`src/rtl/mem_port_arbiter.sv`:
```
// mem_port_arbiter: shares the single core memory port between the
// instruction (prefetch) requester and the data (load/store) requester.
// Data wins ties for up to MAX_DBURST consecutive grants while an
// instruction request waits; then the instruction is served.
// Optional macro MEM_PORT_ARB_B2B_EN: re-arbitrate in the completion cycle
// so a pending request from the other requester follows with no bubble.
module mem_port_arbiter #(
    parameter int ADDR_W     = 32,
    parameter int DATA_W     = 32,
    parameter int MAX_DBURST = 4
) (
    input  logic                clk,
    input  logic                rst,
    input  logic                i_valid,
    input  logic [ADDR_W-1:0]   i_addr,
    input  logic                i_flush,
    output logic                i_ready,
    output logic [DATA_W-1:0]   i_rdata,
    input  logic                d_valid,
    input  logic [ADDR_W-1:0]   d_addr,
    input  logic [DATA_W-1:0]   d_wdata,
    input  logic [DATA_W/8-1:0] d_wstrb,
    output logic                d_ready,
    output logic [DATA_W-1:0]   d_rdata,
    output logic                mem_valid,
    output logic                mem_instr,
    output logic [ADDR_W-1:0]   mem_addr,
    output logic [DATA_W-1:0]   mem_wdata,
    output logic [DATA_W/8-1:0] mem_wstrb,
    input  logic                mem_ready,
    input  logic [DATA_W-1:0]   mem_rdata
);

    localparam int         STRB_W     = DATA_W / 8;
    localparam logic [3:0] DBURST_LIM = 4'(MAX_DBURST);

    typedef enum logic [1:0] {
        IDLE  = 2'd0,
        IBUSY = 2'd1,
        DBUSY = 2'd2
    } state_t;

    state_t              state;
    logic [ADDR_W-1:0]   req_addr;
    logic [DATA_W-1:0]   req_wdata;
    logic [STRB_W-1:0]   req_wstrb;
    logic                req_instr;
    logic                drop;
    logic [3:0]          dcnt;
    logic                mem_valid_q;

    logic                arb_en;
    logic                cand_i;
    logic                cand_d;
    logic                grant_i;
    logic                grant_d;
    logic [3:0]          dcnt_next;

    // Select which requests compete this cycle and pick the winner.
    // In a completion cycle (B2B build) the completing requester is excluded,
    // so its still-high valid neither competes nor counts as a waiting
    // instruction for the burst counter.
    always_comb begin
        arb_en = 1'b0;
        cand_i = 1'b0;
        cand_d = 1'b0;
        case (state)
            IDLE: begin
                arb_en = 1'b1;
                cand_i = i_valid;
                cand_d = d_valid;
            end
`ifdef MEM_PORT_ARB_B2B_EN
            IBUSY: begin
                arb_en = mem_ready;
                cand_d = d_valid;
            end
            DBUSY: begin
                arb_en = mem_ready;
                cand_i = i_valid;
            end
`endif
            default: begin
                arb_en = 1'b0;
            end
        endcase

        grant_d = arb_en & cand_d & (~cand_i | (dcnt != DBURST_LIM));
        grant_i = arb_en & cand_i & ~grant_d;

        if (grant_i) begin
            dcnt_next = 4'd0;
        end else if (grant_d) begin
            if (!cand_i)
                dcnt_next = 4'd0;
            else if (dcnt == DBURST_LIM)
                dcnt_next = dcnt;
            else
                dcnt_next = dcnt + 4'd1;
        end else begin
            dcnt_next = dcnt;
        end
    end

    // Arbiter FSM: latches the winning request and holds it on the port
    // until mem_ready; mem_valid is registered alongside the state.
    always_ff @(posedge clk or negedge rst) begin
        if (!rst) begin
            state       <= IDLE;
            drop        <= 1'b0;
            dcnt        <= 4'd0;
            req_addr    <= '0;
            req_wdata   <= '0;
            req_wstrb   <= '0;
            req_instr   <= 1'b0;
            mem_valid_q <= 1'b0;
        end else begin
            dcnt <= dcnt_next;
            if (grant_i) begin
                req_addr    <= i_addr;
                req_wdata   <= '0;
                req_wstrb   <= '0;
                req_instr   <= 1'b1;
                drop        <= 1'b0;
                state       <= IBUSY;
                mem_valid_q <= 1'b1;
            end else if (grant_d) begin
                req_addr    <= d_addr;
                req_wdata   <= d_wdata;
                req_wstrb   <= d_wstrb;
                req_instr   <= 1'b0;
                drop        <= 1'b0;
                state       <= DBUSY;
                mem_valid_q <= 1'b1;
            end else begin
                case (state)
                    IDLE: begin
                        mem_valid_q <= 1'b0;
                    end
                    IBUSY: begin
                        if (mem_ready) begin
                            state       <= IDLE;
                            drop        <= 1'b0;
                            mem_valid_q <= 1'b0;
                        end else if (i_flush) begin
                            drop <= 1'b1;
                        end
                    end
                    DBUSY: begin
                        if (mem_ready) begin
                            state       <= IDLE;
                            mem_valid_q <= 1'b0;
                        end
                    end
                    default: begin
                        state       <= IDLE;
                        drop        <= 1'b0;
                        mem_valid_q <= 1'b0;
                    end
                endcase
            end
        end
    end

    // Memory port is driven only from the latched request.
    assign mem_valid = mem_valid_q;
    assign mem_instr = req_instr;
    assign mem_addr  = req_addr;
    assign mem_wdata = req_wdata;
    assign mem_wstrb = req_wstrb;

    // Response routing: a flushed or dropped fetch never sees i_ready.
    assign i_ready = (state == IBUSY) & mem_ready & ~drop & ~i_flush;
    assign d_ready = (state == DBUSY) & mem_ready;
    assign i_rdata = i_ready ? mem_rdata : '0;
    assign d_rdata = d_ready ? mem_rdata : '0;

endmodule

```
`config.mk`:
```
export PLATFORM = sky130hd
export DESIGN_NAME = mem_port_arbiter
export DESIGN_NICKNAME = d
export VERILOG_FILES = /design/src/rtl/mem_port_arbiter.sv
export SDC_FILE = /design/constraint.sdc
export NUM_CORES = 1
export LEC_CHECK = 0
export CELL_PAD_IN_SITES_DETAIL_PLACEMENT = 0
export CELL_PAD_IN_SITES_GLOBAL_PLACEMENT = 1
export CORE_ASPECT_RATIO = 0.8
export CORE_MARGIN = 3
export CORE_UTILIZATION = 26
export DETAILED_ROUTE_END_ITERATION = 6
export PLACE_DENSITY = 0.86
export SYNTH_ARGS = -nofsm -noshare
export SYNTH_HDL_FRONTEND = slang
export SYNTH_SLANG_ARGS = --single-unit
```
`constraint.sdc`:
```
create_clock -name clk -period 2.3 [get_ports clk]
set_clock_uncertainty 0.15 [all_clocks]
set_input_delay 0.345 -clock clk [delete_from_list [all_inputs] [get_ports clk]]
set_output_delay 0.345 -clock clk [all_outputs]
set_load 0.02 [all_outputs]
```
After elaboration in Yosys (flattened, before gate mapping)
Cells that the tools add are included.

Divide/modulo/power cells: 0. Eq/ne operators: 9. Muxes and demuxes: 30. Reduce and logical (&&, ||, !) cells: 7. Order comparisons: 0. Add/sub/neg operators: 1. Bitwise operators: 13. Multiply operators: 0. Shift operators: 0.

Operator list (number): $mux W32 (6); $mux W4 (6); $mux W1 (13); $and A1 B1 Y1 (8); $mux W2 (3); $ne A3 B3 Y1 const B (2); $reduce_and A2 Y1 (3); $ne A5 B5 Y1 const B (1); $add A4 B1 Y4 const B (1); $eq A4 B3 Y1 const B (1); $ne A4 B1 Y1 const B (1); $ne A4 B3 Y1 const B (1); $not A1 Y1 (4); $pmux W2 S2 (1); $reduce_or A2 Y1 (2); $ne A3 B1 Y1 const B (1); $eq A2 B1 Y1 const B (1); $eq A2 B2 Y1 const B (1); $logic_not A2 Y1 (1); $pmux W1 S2 (1); $reduce_bool A2 Y1 (1); $or A1 B1 Y1 (1).

Output and inout port bits: 136. Memories: 0. Bits in writable memories: 0. Bits in latches: 0. Register bits: 77. Memory bits (read-only): 0.

Logic depth before layout (Yosys ltp)
Gate-level depths: netlist of run 1.

Depth after elaboration: 9. Depth in mapped cells: 9.

Worst setup path after synthesis of run 1
No wires, ideal clock.

Path kind: reg2out. Start point: reg state[1]. End point: out i_rdata[22]. Path buffers: 1. Arrival time: 1457 ps. Setup slack: 348 ps. Cell stages (with the launch flop): 7. Cell sequence: dfrtp_1 > inv_1 > ha_1 > nand2_1 > nor3_1 > buf_2 > and2_1.

Word-level cells in the longest chain between the ends: 5.

RTL lines: start, declared (line 43) `state_t state;`; start signal, assigned (line 109) `state <= IDLE;`; start signal, assigned (line 125) `state <= IBUSY;`; start signal, assigned (line 133) `state <= DBUSY;`; $eq A2 B1 Y1 (line 173) `assign i_ready = (state == IBUSY) & mem_ready & ~drop & ~i_flush;`; $and A1 B1 Y1 (3 in a row) (line 173); named net i_ready (line 17) `output logic i_ready,`; $mux W32 (line 175) `assign i_rdata = i_ready ? mem_rdata : '0;`; end, declared (line 18) `output logic [DATA_W-1:0] i_rdata,`.

The timed path passes the listed nets, and every way through them passes these cells.

Worst setup path after layout of run 1
Start point: reg state[1]. End point: out i_rdata[19].

Word-level cells in the longest chain between the ends: 5.

RTL lines (line): $eq A2 B1 Y1 (173); $and A1 B1 Y1 (3 in a row) (173); $mux W32 (175).

No other way between the ends.

==> results of run 1 <==
-- logic make-up (layout without fill, tap and decap cells) --
family / Yosys count / after routing / share of synthesized area [%]
AO/OA/AOI/OAI: 13 / 13 / 2.17
flip-flops: 77 / 77 / 45.8
adder cells (fa/ha/maj): 5 / 5 / 1.49
multiplexers: 100 / 100 / 27.3
AND/OR/NAND/NOR: 118 / 118 / 15.2
XOR/XNOR: 1 / 1 / 0.208
buffers and inverters: 66 / 349 / 7.82
-- power breakdown --
part,leakage [nW],switching (mW),internal (mW)
sequential,0.949,0.340,1.98
clock,0.131,0.562,0.839
combinational,2.52,2.21,2.56
total,3.60,3.11,5.38
-- cell usage after synthesis (5+ instances only) --
cell type	number	area share, %
clkbuf_1	8	0.71
dfrtp_1	77	46
and3_1	32	4.8
nand2_1	40	3.6
and2_1	34	5.1
mux2_2	46	12
buf_4	6	1.1
mux2i_1	36	8.6
buf_2	5	0.59
mux2_4	18	6.4
buf_6	7	1.9
inv_1	40	3.6
ha_1	5	1.5
-- sequential cells by signal, summed over array words and instances, names as in the netlist --
name and cells:
state 2, mem_addr 32, mem_instr 1, dcnt 4, mem_valid 1, drop 1, mem_wstrb 4, mem_wdata 32
-- repair_timing --
item	4_1_cts	5_1_grt
cloned	1	0
hold endpoints to repair	31	0
gates resized for setup	176	24
buffers inserted	2	2
pin swaps	1	1
hold buffers	1	0
setup endpoints to repair	66	33
-- final timing paths --
check / from / end / slack [ps] / cells past startpoint
worst min register to register: mem_valid / mem_valid / 340 / 2
worst max register to register: state[1] / mem_addr[21] / 300 / 7
max in group asynchronous: rst / mem_addr[17] / 1040 / 3
worst max-delay path: state[1] / i_rdata[19] / 90 / 8
min in group asynchronous: rst / mem_addr[30] / 360 / 2
worst min-delay path: mem_valid / mem_valid / 340 / 2
-- worst max-delay path, delay by kind of cell, from the launching register on --
| kind | cells | cell delay, ps |
|---|---|---|
| and+or+nand+nor | 3 | 360 |
| buffers and inverters | 4 | 480 |
| DFF | 1 | 370 |
| adders and majority gates | 1 | 190 |
-- layer usage --
metal / part of all wire, % / track usage [%]
met1: 42 / 18.6
met3: 8.4 / 5.44
met5: 0 / 0
met2: 49 / 26.1
met4: 0.48 / 2.37
-- stage by stage --
stage / util, % / setup slack [ps] / area, µm²
after floorplan: - / 348 / 4210
after global placement: 46.9 / -201 / 7240
after detailed placement: 46.9 / -209 / 7240
after CTS: 48.1 / -9.12 / 7410
after global routing: 48.6 / -6.57 / 7490
final: 48.6 / 93.3 / 7490
-- area by class of cell --
cell class	count	area [µm²]
repair buffers	294	2890
fillers	1496	7920
clock buffers	10	229
flip-flops and latches	77	1930
inverters	40	150
multi-input cells	237	1970
clock inverters	5	61.3
well taps	210	263
==> metrics.md, run 1 <==
| Metric | Value |
|---|---|
| Final Slew Violations | 0 |
| Number of synthesized flops with an enable pin | 0 |
| Layout cells sized above 1 | 21.1% |
| Vias post-DR | 3751 |
| Die height | 120 µm |
| Fmax | 453 MHz |
| Max-cap violations | 0 |
| Post-synth ARST share | 100% |
| Buffers on Ports | 273 |
| Core box area | 15400 µm² |
| Drt initial violations | 140 |
| H-tree depth | 3 |
| TritonCTS Buffers | 9 |
| Hpwl dp | 10600 µm |
| Synth Register Bits | 77 |
| Hold/Removal Path Class | flop to flop |
| First-pass DRT Iterations | 4 |
| Data arrival, critical path | 1710 ps |
| Most common cell after layout, fill and taps aside | clkdlybuf4s50_1 |
| Library cells used by synthesis | 32 |
| Synth warn | 0 |
| CTS tree | built |
| Worst-Margin Slew | 504 ps |
| PD cells | 1130 nW/µm² |
| Grt total ovfl | 0 |
| Synthesized area | 4210 µm² |
| Clock Path Buffers | 2 |
| Final worst-path cycle share | 95.9% |
| Syn_area_per_cell | 11.1 µm² |
| CP Launch Type | flop |
| Root Buffer Master | clkbuf_16 |
| Boundary Pins | 274 |
| Crit-path slowest cell | dfrtp_1 |
| First-pass GRT wire length | 21900 µm |
| Initial antenna violation count | 0 |
| Site row count | 40 |
| # placed instances | 852 |
| LEAKAGE | 3.60 nW |
| Relative slew margins | 66.2% |
| Cells after Synth | 380 |
| Mapped Nets | 523 |
| Post-route minimum period | 2210 ps |
| Die Area | 17700 µm² |
| Worst setup EP type | primary output |
| Vias per cell | 4.30 |
| Worst Path Max Fanout | 16 |
| Top_reg_cell synth | dfrtp_1 |
| Largest net degree at the start of global routing | 36 |
| Final nets | 802 |
| Number of global-route vias before repair | 4110 |
| Design Power | 8.49 mW |
| Worst Path Required | 1800 ps |
| GRT Overall Usage | 15.2% |
| Max VDD drop | 0.507 mV |
| Final hold slack | 336 ps |
| Post-route DRC | 0 |
| Clk_lat worst skew | 320 ps |
| Ant diodes | 0 |
| Final hold vios | 0 |
| Crit-path max cell delay | 370 ps |
| Clock Sinks | 77 |
| Final WL | 13700 µm |
| Initial core utilization | 27.3% |
| Setup TNS Final | 0 ps |
| Final ANT Viol Nets | 0 |
| Post-Layout Cell Count | 873 |
| Finish-stage setup viols | 0 |
| Crit Path Category | flop to primary output |
| Most frequent cells in the layout | 206 x clkdlybuf4s50_1, 77 x dfrtp_1, 46 x mux2_2, 40 x inv_1, 39 x nand2_1 |
| Clock transition at path regs | 60 ps |
| Status | complete, no violations |
| Seq/Total Area, Yosys | 45.8% |
| Drt wl/cell | 15.7 µm |
| Layout area overhead | 78.1% |
| Critical Path, Cell by Cell | inv_1 > ha_2 > nand2_2 > nor3_4 > buf_6 > buf_16 > and2_1 > buf_4 |
| RD Place Congestion | 0.830 |
| Die X | 148 µm |
(Power assumes the default switching activity.)
==> inputs of run 2 (changes only) <==
Settings changed: CTS_CLUSTER_DIAMETER from default to 50, GPL_ROUTABILITY_DRIVEN from default to 0, MAX_ROUTING_LAYER from default to met4.
==> metrics.md, run 2 (same netlist as run 1, synthesis figures left out) <==
| Metric | Value |
|---|---|
| Finish-stage setup viols | 0 (unchanged) |
| Drt initial violations | 133 (-5.0%) |
| Grt total ovfl | 0 (unchanged) |
| Fmax | 453 MHz (about the same) |
| Die Area | 17700 µm² (unchanged) |
| Layout area overhead | 78.1% (unchanged) |
| Post-route DRC | 0 (unchanged) |
| First-pass GRT wire length | 21900 µm (-0.22%) |
| Drt wl/cell | 15.7 µm (about the same) |
| Initial antenna violation count | 0 (unchanged) |
| Hold/Removal Path Class | flop to flop |
| Relative slew margins | 66.2% (about the same) |
| Post-Layout Cell Count | 873 (unchanged) |
| Vias per cell | 4.32 (+0.51%) |
| Layout cells sized above 1 | 21.1% (unchanged) |
| Data arrival, critical path | 1710 ps (about the same) |
| CP Launch Type | flop |
| H-tree depth | 3 (unchanged) |
| Final hold vios | 0 (unchanged) |
| Final WL | 13700 µm (about the same) |
| Clock Sinks | 77 (unchanged) |
| CTS tree | built |
| # placed instances | 852 (unchanged) |
| Worst Path Required | 1800 ps (about the same) |
| Hpwl dp | 10600 µm (unchanged) |
| PD cells | 1130 nW/µm² (about the same) |
| Design Power | 8.49 mW (about the same) |
| Final nets | 802 (unchanged) |
| Crit Path Category | flop to primary output |
| Most frequent cells in the layout | 206 x clkdlybuf4s50_1, 77 x dfrtp_1, 46 x mux2_2, 40 x inv_1, 39 x nand2_1 |
| Worst Path Max Fanout | 16 (unchanged) |
| Vias post-DR | 3770 (+0.51%) |
| FF/Latch Area | 1930 µm² (unchanged) |
| Final Slew Violations | 0 (unchanged) |
| Finished Core Util | 48.6% (unchanged) |
| Post-route minimum period | 2210 ps (-0.110 ps) |
| Crit-path slowest cell | dfrtp_1 |
| Die X | 148 µm (unchanged) |
| Setup TNS Final | 0 ps (unchanged) |
| Crit-path max cell delay | 370 ps (about the same) |
| TritonCTS Buffers | 9 (unchanged) |
| Critical Path, Cell by Cell | inv_1 > ha_2 > nand2_2 > nor3_4 > buf_6 > buf_16 > and2_1 > buf_4 |
| Site row count | 40 (unchanged) |
| Root Buffer Master | clkbuf_16 |
| GRT Overall Usage | 15.6% (+0.42 points) |
| Number of global-route vias before repair | 4120 (+0.24%) |
| Die height | 120 µm (unchanged) |
| FILL cells | 1496 (unchanged) |
| Boundary Pins | 274 (unchanged) |
| Buffers on Ports | 273 (unchanged) |
| LEAKAGE | 3.60 nW (unchanged) |
| First-pass DRT Iterations | 4 (unchanged) |
| Worst setup EP type | primary output |
| Clk_lat worst skew | 320 ps (about the same) |
| Most common cell after layout, fill and taps aside | clkdlybuf4s50_1 |
| Post-Place Cell Area | 7240 µm² (unchanged) |
| Clock Path Buffers | 2 (unchanged) |
| Core box area | 15400 µm² (unchanged) |
| Cell area after layout | 7490 µm² (unchanged) |
| Final ANT Viol Nets | 0 (unchanged) |
| Area of the multi-input gates | 1970 µm² (unchanged) |
| Max VDD drop | 0.508 mV (+0.17%) |
| Initial core utilization | 27.3% (unchanged) |
| Ant diodes | 0 (unchanged) |
| Final worst-path cycle share | 95.9% (about the same) |
| Status | complete, no violations |
| Largest net degree at the start of global routing | 36 (unchanged) |
| Worst-Margin Slew | 503 ps (-0.875 ps) |
| Clock transition at path regs | 60 ps (about the same) |
| Max-cap violations | 0 (unchanged) |
[run 2: cell counts in the layout (fill, tap and decap cells not counted)]
Identical to the previous run, type by type.
[run 2: final timing paths]
kind / from / end / slack [ps] / cells past startpoint
worst max-delay path: state[1] / i_rdata[19] / 90 / 8
max in group asynchronous: rst / mem_addr[27] / 1030 / 3
worst min register to register: mem_valid / mem_valid / 340 / 2
worst min-delay path: mem_valid / mem_valid / 340 / 2
worst max register to register: state[1] / mem_addr[21] / 300 / 7
min in group asynchronous: rst / mem_addr[30] / 360 / 2
[run 2: per-layer routing]
layer	GRT usage (%)	wire length, µm	up-vias
li1	-	-	1817
met1	19.2	5840	1786
met2	26.0	6710	159
met3	4.49	1020	8
met4	2.54	87	0
met5	-	0	-
[run 2: timing repair]
action / CTS / global route
setup endpoints to repair: 66 / 33
pin swaps: 1 / 1
gates cloned: 1 / 0
hold buffers: 1 / 0
setup buffers: 2 / 2
gates resized for setup: 176 / 24
hold endpoints to repair: 31 / 0
[run 2: metrics by stage]
stage / hold WS [ps] / setup WS, ps
4_1_cts: 336 / -9.12
3_5_place_dp: 188 / -209
2_1_floorplan: -101 / 348
3_3_place_gp: 182 / -201
5_1_grt: 367 / -6.57
6_report: 335 / 93.4
[run 2: cell type report]
cell class              instances  share of cell area (%)
repair buffers                294                    38.6
flip-flops and latches         77                    25.7
clock inverters                 5                   0.818
clock buffers                  10                    3.06
inverters                      40                    2.00
well taps                     210                    3.51
multi-input cells             237                    26.3
[run 2: worst max-delay path: cells and delay by family (launching register included)]
family | cells | cell delay [ps]
and+or+nand+nor | 3 | 360
adders and majority gates | 1 | 190
DFF | 1 | 370
buffers and inverters | 4 | 480
[run 2: power breakdown]
part | switching, mW | internal [mW] | total [mW]
Clock | 0.565 | 0.839 | 1.40
Sequential | 0.341 | 1.98 | 2.32
Combinational | 2.21 | 2.56 | 4.77
